===== src/rtl/rob_pkg.sv =====
// Shared types and helpers for the reorder-buffer retire unit.
package rob_pkg;

  // Storage widths of one ROB entry; the top-level PREG_W/DATA_W defaults track these.
  localparam int ROB_PREG_W = 6;
  localparam int ROB_DATA_W = 32;

  // RISC-V STORE major opcode; entries dispatched with this opcode carry is_store=1.
  localparam logic [6:0] OPC_STORE = 7'b0100011;

  typedef struct packed {
    logic                  v;         // entry allocated
    logic                  comp;      // result written back
    logic                  is_store;  // store: no register write at commit
    logic [ROB_PREG_W-1:0] phy;       // destination physical register
    logic [ROB_PREG_W-1:0] old_phy;   // previous mapping, freed at retire
    logic [ROB_DATA_W-1:0] result;    // writeback value
  } rob_entry_t;

  // Index width for a power-of-two depth.
  function automatic int rob_idx_w(input int depth);
    return $clog2(depth);
  endfunction

  // Pointer/count width: one extra bit distinguishes full from empty.
  function automatic int rob_cnt_w(input int depth);
    return $clog2(depth) + 1;
  endfunction

endpackage


===== src/rtl/rob_retire_select.sv =====
// Consecutive-ready scan from the head of the ROB. Lane r is selected only
// when the entry at head+r is ready and every lower lane is selected too, so
// retirement always stops at the first entry that is not yet complete.
module rob_retire_select import rob_pkg::*; #(
  parameter int DEPTH = 16,
  parameter int RET_W = 2,
  parameter int IDX_W = rob_idx_w(DEPTH),
  parameter int CNT_W = rob_cnt_w(DEPTH)
) (
  input  logic [IDX_W-1:0] head_idx,
  input  logic [DEPTH-1:0] ready_vec,
  output logic [RET_W-1:0] ret_mask,
  output logic [CNT_W-1:0] ret_cnt
);

  logic             run;
  logic [IDX_W-1:0] idx;

  // Walk lanes in order; the first not-ready entry stops all higher lanes.
  always_comb begin
    ret_mask = '0;
    ret_cnt  = '0;
    run      = 1'b1;
    idx      = '0;
    for (int r = 0; r < RET_W; r++) begin
      idx = head_idx + IDX_W'(r);
      if (run && ready_vec[idx]) begin
        ret_mask[r] = 1'b1;
        ret_cnt     = ret_cnt + CNT_W'(1);
      end else begin
        run = 1'b0;
      end
    end
  end

endmodule


===== src/rtl/rob_retire_unit.sv =====
// Reorder buffer with in-order retire. Entries are allocated at the tail by
// dispatch, completed out of order by index-tagged writebacks, and retired
// from the head up to RET_W per cycle. Forward and retire strobes are
// registered, one cycle after the edge that made the decision.
//
// Handshake: a dispatch group transfers on a rising edge where disp_ready=1
// and at least one disp_valid bit is set. disp_ready depends only on the
// current occupancy, never on disp_valid. When disp_ready=0 the whole group
// is ignored and must be presented again. Valid slots are contiguous from
// slot 0. Writeback ports are valid-only and cannot be back-pressured.
module rob_retire_unit import rob_pkg::*; #(
  parameter int DEPTH  = 16,
  parameter int DISP_W = 2,
  parameter int NUM_WB = 3,
  parameter int RET_W  = 2,
  parameter int PREG_W = ROB_PREG_W,
  parameter int DATA_W = ROB_DATA_W,
  parameter int IDX_W  = rob_idx_w(DEPTH),
  parameter int CNT_W  = rob_cnt_w(DEPTH)
) (
  input  logic                       clk,
  input  logic                       rst_n,
  input  logic                       flush,
  input  logic [DISP_W-1:0]          disp_valid,
  input  logic [DISP_W*PREG_W-1:0]   disp_phy,
  input  logic [DISP_W*PREG_W-1:0]   disp_old_phy,
  input  logic [DISP_W-1:0]          disp_is_store,
  output logic                       disp_ready,
  output logic [DISP_W*IDX_W-1:0]    disp_idx,
  input  logic [NUM_WB-1:0]          wb_valid,
  input  logic [NUM_WB*IDX_W-1:0]    wb_idx,
  input  logic [NUM_WB*DATA_W-1:0]   wb_data,
  output logic [NUM_WB-1:0]          fwd_valid,
  output logic [NUM_WB*PREG_W-1:0]   fwd_phy,
  output logic [NUM_WB*DATA_W-1:0]   fwd_data,
  output logic [RET_W-1:0]           rt_valid,
  output logic [RET_W*PREG_W-1:0]    rt_free_phy,
  output logic [RET_W*PREG_W-1:0]    rt_phy,
  output logic [RET_W*DATA_W-1:0]    rt_data,
  output logic [RET_W-1:0]           rt_is_store,
  output logic [CNT_W-1:0]           count,
  output logic                       empty,
  output logic                       full,
  output logic                       err
);

  rob_entry_t       entries [DEPTH];
  logic [CNT_W-1:0] head;
  logic [CNT_W-1:0] tail;

  logic [CNT_W-1:0] alloc_cnt;
  logic             disp_fire;
  logic [IDX_W-1:0] disp_at    [DISP_W];
  rob_entry_t       disp_entry [DISP_W];

  logic [IDX_W-1:0]  wb_at [NUM_WB];
  logic [NUM_WB-1:0] wb_hit;
  logic [NUM_WB-1:0] wb_miss;

  logic [DEPTH-1:0] ready_vec;
  logic [RET_W-1:0] ret_mask;
  logic [CNT_W-1:0] ret_cnt;
  logic [IDX_W-1:0] ret_at [RET_W];

  // Occupancy status comes straight from the wide pointers.
  assign count      = tail - head;
  assign empty      = (count == '0);
  assign full       = (count == CNT_W'(DEPTH));
  assign disp_ready = ((CNT_W'(DEPTH) - count) >= CNT_W'(DISP_W));
  assign disp_fire  = disp_ready && (|disp_valid);

  // Slot k targets tail+k; also build the entry each slot would write.
  always_comb begin
    disp_idx   = '0;
    disp_at    = '{default: '0};
    disp_entry = '{default: '0};
    alloc_cnt  = '0;
    for (int k = 0; k < DISP_W; k++) begin
      disp_at[k]                     = tail[IDX_W-1:0] + IDX_W'(k);
      disp_idx[k*IDX_W +: IDX_W]     = disp_at[k];
      disp_entry[k].v                = 1'b1;
      disp_entry[k].comp             = 1'b0;
      disp_entry[k].is_store         = disp_is_store[k];
      disp_entry[k].phy              = disp_phy[k*PREG_W +: PREG_W];
      disp_entry[k].old_phy          = disp_old_phy[k*PREG_W +: PREG_W];
      disp_entry[k].result           = '0;
      alloc_cnt                      = alloc_cnt + CNT_W'(disp_valid[k]);
    end
  end

  // Classify each writeback against the entry state at the start of the cycle.
  always_comb begin
    wb_at   = '{default: '0};
    wb_hit  = '0;
    wb_miss = '0;
    for (int j = 0; j < NUM_WB; j++) begin
      wb_at[j]   = wb_idx[j*IDX_W +: IDX_W];
      wb_hit[j]  = wb_valid[j] &  entries[wb_at[j]].v;
      wb_miss[j] = wb_valid[j] & ~entries[wb_at[j]].v;
    end
  end

  // An entry is retirable once it is allocated and already complete.
  always_comb begin
    ready_vec = '0;
    ret_at    = '{default: '0};
    for (int i = 0; i < DEPTH; i++) begin
      ready_vec[i] = entries[i].v & entries[i].comp;
    end
    for (int r = 0; r < RET_W; r++) begin
      ret_at[r] = head[IDX_W-1:0] + IDX_W'(r);
    end
  end

  rob_retire_select #(
    .DEPTH (DEPTH),
    .RET_W (RET_W),
    .IDX_W (IDX_W),
    .CNT_W (CNT_W)
  ) u_select (
    .head_idx  (head[IDX_W-1:0]),
    .ready_vec (ready_vec),
    .ret_mask  (ret_mask),
    .ret_cnt   (ret_cnt)
  );

  // Entry storage: writebacks, then allocation, then retire clears (last wins).
  always_ff @(posedge clk) begin
    if (!rst_n || flush) begin
      for (int i = 0; i < DEPTH; i++) begin
        entries[i].v    <= 1'b0;
        entries[i].comp <= 1'b0;
      end
    end else begin
      for (int j = 0; j < NUM_WB; j++) begin
        if (wb_hit[j]) begin
          entries[wb_at[j]].comp   <= 1'b1;
          entries[wb_at[j]].result <= wb_data[j*DATA_W +: DATA_W];
        end
      end
      if (disp_fire) begin
        for (int k = 0; k < DISP_W; k++) begin
          if (disp_valid[k]) begin
            entries[disp_at[k]] <= disp_entry[k];
          end
        end
      end
      for (int r = 0; r < RET_W; r++) begin
        if (ret_mask[r]) begin
          entries[ret_at[r]].v    <= 1'b0;
          entries[ret_at[r]].comp <= 1'b0;
        end
      end
    end
  end

  // Head/tail pointers and the sticky error flag; flush leaves err alone.
  always_ff @(posedge clk) begin
    if (!rst_n) begin
      head <= '0;
      tail <= '0;
      err  <= 1'b0;
    end else if (flush) begin
      head <= '0;
      tail <= '0;
    end else begin
      head <= head + ret_cnt;
      if (disp_fire) begin
        tail <= tail + alloc_cnt;
      end
      if (|wb_miss) begin
        err <= 1'b1;
      end
    end
  end

  // Registered forwarding of accepted writebacks to the wakeup logic.
  always_ff @(posedge clk) begin
    if (!rst_n || flush) begin
      fwd_valid <= '0;
    end else begin
      fwd_valid <= wb_hit;
      for (int j = 0; j < NUM_WB; j++) begin
        fwd_phy[j*PREG_W +: PREG_W]  <= entries[wb_at[j]].phy;
        fwd_data[j*DATA_W +: DATA_W] <= wb_data[j*DATA_W +: DATA_W];
      end
    end
  end

  // Registered commit strobes, lower lanes hold the older entries.
  always_ff @(posedge clk) begin
    if (!rst_n || flush) begin
      rt_valid <= '0;
    end else begin
      rt_valid <= ret_mask;
      for (int r = 0; r < RET_W; r++) begin
        rt_free_phy[r*PREG_W +: PREG_W] <= entries[ret_at[r]].old_phy;
        rt_phy[r*PREG_W +: PREG_W]      <= entries[ret_at[r]].phy;
        rt_data[r*DATA_W +: DATA_W]     <= entries[ret_at[r]].result;
        rt_is_store[r]                  <= entries[ret_at[r]].is_store;
      end
    end
  end

endmodule


===== config.mk =====
export PLATFORM = sky130hd
export DESIGN_NAME = rob_retire_unit
export DESIGN_NICKNAME = d
export VERILOG_FILES = /design/src/rtl/rob_pkg.sv /design/src/rtl/rob_retire_select.sv /design/src/rtl/rob_retire_unit.sv
export SDC_FILE = /design/constraint.sdc
export NUM_CORES = 2
export LEC_CHECK = 0
export CORE_UTILIZATION = 55
export CTS_BUF_LIST = sky130_fd_sc_hd__clkbuf_16
export DETAILED_ROUTE_END_ITERATION = 6
export GPL_ROUTABILITY_DRIVEN = 1
export PLACE_DENSITY_LB_ADDON = 0.08
export SLEW_MARGIN = 25
export SYNTH_ARGS = -nofsm -noshare
export SYNTH_HDL_FRONTEND = slang
export SYNTH_SLANG_ARGS = --single-unit

===== constraint.sdc =====
create_clock -name clk -period 12.65 [get_ports clk]
set_input_delay 2.53 -clock clk [delete_from_list [all_inputs] [get_ports clk]]
set_output_delay 2.53 -clock clk [all_outputs]
set_load 0.05 [all_outputs]

==> insert_results.sql <==
INSERT INTO impl_metrics (metric_group, metric, value, unit) VALUES
('status', 'run_status', 'finished, violations left', ''),
('status', 'violated_checks', 'DRC', ''),
('timing', 'post-route-min-period', '7234', 'ps'),
('timing', 'rsz0062_at_grt', 'false', ''),
('floorplan', 'die_h', '329.9', 'um'),
('global_route', 'grt_start_max_net_pins', '129', ''),
('global_route', 'grt_pass1_vias', '48320', ''),
('detailed_routing', 'num_vias', '51970', ''),
('synth', 'synthesized_netlist_cell_count', '5522', ''),
('critical_path', 'worstSetupEndpointType', 'primary output', ''),
('timing', 'max_transition_margin', '0.2339', ''),
('critical_path', 'path_max_fanout', '21', ''),
('power', 'power.total', '7.844', 'mW'),
('power', 'peak_supply_drop', '0.0001093', 'V'),
('cells_and_area', 'fill_cells', '8383', ''),
('detailed_routing', 'avgRoutedWirePerCell', '34.00', 'um'),
('clocking', 'cts.path.max_buffers', '3', ''),
('hold_path', 'hold_class', 'reg -> reg', ''),
('placement', 'numPortBuffers', '367', ''),
('detailed_routing', 'detail_route.wirelength', '234.5', 'mm'),
('placement', 'gp_congestion', '0.9565', ''),
('synth', 'yosysUniqueCellTypes', '76', ''),
('clocking', 'numClockSinks', '972', ''),
('clocking', 'clockRootBuffer', 'clkbuf_16', ''),
('floorplan', 'std_cell_rows', '119', ''),
('clocking', 'post_cts_buffers', '0', ''),
('clocking', 'holdBufCountCts', '0', ''),
('critical_path', 'critical_path.startpoint_type', 'flip-flop', ''),
('clocking', 'cts-buffers-inserted', '107', ''),
('critical_path', 'timing.critical_path.arrival', '4700', 'ps'),
('global_route', 'gr-usage-all-layers', '0.4228', ''),
('timing', 'hold_violations', '0', ''),
('timing', 'timing.final.max_slew_violations', '0', ''),
('clocking', 'clock_latency', '720', 'ps'),
('timing', 'setup_tns_after_final_layout', '0', 'ps'),
('floorplan', 'die-width', '329.9', 'um'),
('detailed_routing', 'average_vias_per_placed_instance', '7.536', ''),
('synth', 'post_synth_edffs', '412', ''),
('cells_and_area', 'seqCellArea', '0.02359', 'mm^2'),
('floorplan', 'boundaryPins', '368', ''),
('cells_and_area', 'layout-drive-gt1-share', '0.1896', ''),
('timing', 'maximum_frequency_from_static_timing_analysis', '138.2', 'MHz'),
('global_route', 'number_of_antenna_violations_at_the_first_check_in_global_routing', '17', ''),
('synth', 'per_instance_average_area_after_synthesis', '10.71', 'um^2'),
('floorplan', 'fp.dieArea', '0.1088', 'mm^2'),
('cells_and_area', 'syn_to_final_growth', '12.81', '%'),
('critical_path', 'critical_path_required', '10120', 'ps'),
('cells_and_area', 'layout.nets', '5566', ''),
('placement', 'detailed_place.area', '0.06302', 'mm^2'),
('clocking', 'cts_max_level', '3', ''),
('synth', 'synth_warnings', '0', ''),
('timing', 'finalSetupViolCount', '0', ''),
('detailed_routing', 'route.antenna.remaining_nets', '0', ''),
('synth', 'synth.cell_area', '0.05914', 'mm^2'),
('run', 'timing.max_cap.violations', '0', ''),
('global_route', 'overflow', '0', ''),
('clocking', 'cts.reportedPaths.clkPinSlew', '60', 'ps'),
('cells_and_area', 'finish.instance_area', '0.06672', 'mm^2'),
('cells_and_area', 'multi_input_area', '0.03301', 'mm^2'),
('power', 'p_per_area', '117.6', 'mW/mm^2'),
('clocking', 'number_of_resized_instances_in_the_post_cts_repair_step', '0', ''),
('critical_path', 'timing_worst_setup_path_type', 'reg -> out', ''),
('placement', 'detailedPlacementHpwl', '136.9', 'mm'),
('floorplan', 'start_util', '0.5579', ''),
('timing', 'period_share', '0.5719', ''),
('synth', 'ys_seq_area_frac', '0.3987', ''),
('clocking', 'cts_tree', 'yes', ''),
('timing', 'tightestPinTransition', '1149', 'ps'),
('detailed_routing', 'remaining_drc_errors', '33', ''),
('placement', 'placedCellCount', '6677', ''),
('power', 'total_leakage_power', '23.11', 'nW'),
('timing', 'clock_skew', '29.16', 'ps'),
('cells_and_area', 'layout.cells.non_filler', '6896', ''),
('synth', 'postSynth.topFlopCell', 'dfxtp_1', ''),
('detailed_routing', 'drt_first_iter_violations', '7544', ''),
('detailed_routing', 'drt_pre_antenna_iters', '7', ''),
('global_route', 'grt_pass1_wl', '335.9', 'mm'),
('synth', 'synth.ff_latch_count', '972', ''),
('synth', 'mappedNetlistNets', '5689', ''),
('floorplan', 'core_region_area', '0.1060', 'mm^2'),
('synth', 'synth_async_sr_flop_share', '0', '');
-- synth_stat cells, types with 65 or more instances --
cell type,number,area share
clkbuf_1,512,0.032
buf_2,127,0.011
o211ai_1,198,0.025
o22ai_1,166,0.018
nor2_1,288,0.018
mux2i_1,263,0.045
or3_1,129,0.014
mux2_2,65,0.012
dfxtp_1,560,0.19
a22o_1,162,0.024
nand3_1,100,0.0085
a211oi_1,108,0.014
mux4_2,559,0.21
buf_1,75,0.0048
edfxtp_1,412,0.21
nand2_1,770,0.049
a21oi_1,473,0.040
-- cells in the final DEF (no fill, tap or decap), drive strengths merged, types with 11 or more instances in the layout --
master,instances
mux2,65
a211oi,109
a32o,51
o221ai,34
a22oi,36
and2,17
o21ai,46
o22ai,166
edfxtp,412
a21oi,477
bufinv,12
and3,21
inv,47
mux2i,263
ha,22
a2bb2oi,32
a22o,162
or2,27
o211ai,198
dfxtp,560
diode,14
a21o,42
nor2b,13
nand4,13
clkbuf,112
nor3,20
clkdlybuf4s50,363
mux4,559
or3,129
nand2,770
nand2b,11
o22a,25
nand3,100
clkinv,53
nor2,289
buf,126
-- final timing paths --
kind / startpoint / end / slack, ps / cells past startpoint
hold / removal: entries[11][9]$_SDFFE_PP0P_ / entries[11][9]$_SDFFE_PP0P_ / 470 / 2
hold reg to reg: entries[11][9]$_SDFFE_PP0P_ / entries[11][9]$_SDFFE_PP0P_ / 470 / 2
setup / recovery: head[2]$_SDFF_PP0_ / disp_ready / 5420 / 12
setup reg to reg: head[2]$_SDFF_PP0_ / entries[8][32]$_DFFE_PP_ / 6900 / 12
-- kinds of logic after synthesis --
group / Yosys count / share of synthesized area
buffers and inverters: 751 / 0.05086
XOR/XNOR: 15 / 0.002729
AND/OR/NAND/NOR: 1439 / 0.1061
multiplexers: 887 / 0.2698
adder cells (fa/ha/maj): 25 / 0.005670
AO/OA/AOI/OAI: 1433 / 0.1662
flip-flops: 972 / 0.3987
-- metal layers --
layer  track usage  part of all wire  wire length (um)
met1        0.5548              0.36             83310
met2        0.6057              0.43            100600
met3        0.1509              0.15             35670
met4        0.2396             0.063             14670
met5      0.009565           0.00099               231
-- registers in the layout, summed over array words and instances, names as in the netlist, 3 cells and up --
| register | cells |
|---|---|
| entries | 752 |
| fwd_data | 96 |
| fwd_phy | 18 |
| fwd_valid | 3 |
| head | 5 |
| rt_data | 64 |
| rt_free_phy | 12 |
| rt_phy | 12 |
| tail | 5 |
-- worst max-delay path: stages (launching register included) --
cell,delay [ps]
dfxtp_4,690
inv_1,240
ha_1,410
nor2b_1,190
a221oi_4,320
xnor2_1,200
nor2_1,90
ha_1,280
nor3b_1,220
nand2_1,260
nor2_2,190
inv_1,140
clkdlybuf4s50_1,740
-- power breakdown --
part           internal (mW)  total [mW]  switching (mW)
clock network           1.84        3.21            1.37
registers               3.47        3.62           0.144
logic                  0.439        1.02           0.579
-- stage by stage --
step                hold WS [ps]  utilization  setup WS, ps
finish                     466.1       0.6294          5416
global route               476.4       0.6291          5270
CTS                        463.9       0.6279          4948
detailed placement         457.4       0.5945          5466
global placement           448.2       0.5939          5507
floorplan                  438.0            -          2843
-- area by class of cell --
type,count,share of cell area
diodes,14,0.0005251
clock buffers,112,0.04201
clock inverters,89,0.01110
inverters,30,0.001838
multi-input cells,3799,0.4947
flip-flops and latches,972,0.3536
well taps,1391,0.02609
repair buffers,489,0.07010
Power figures use the tool's default switching activity.
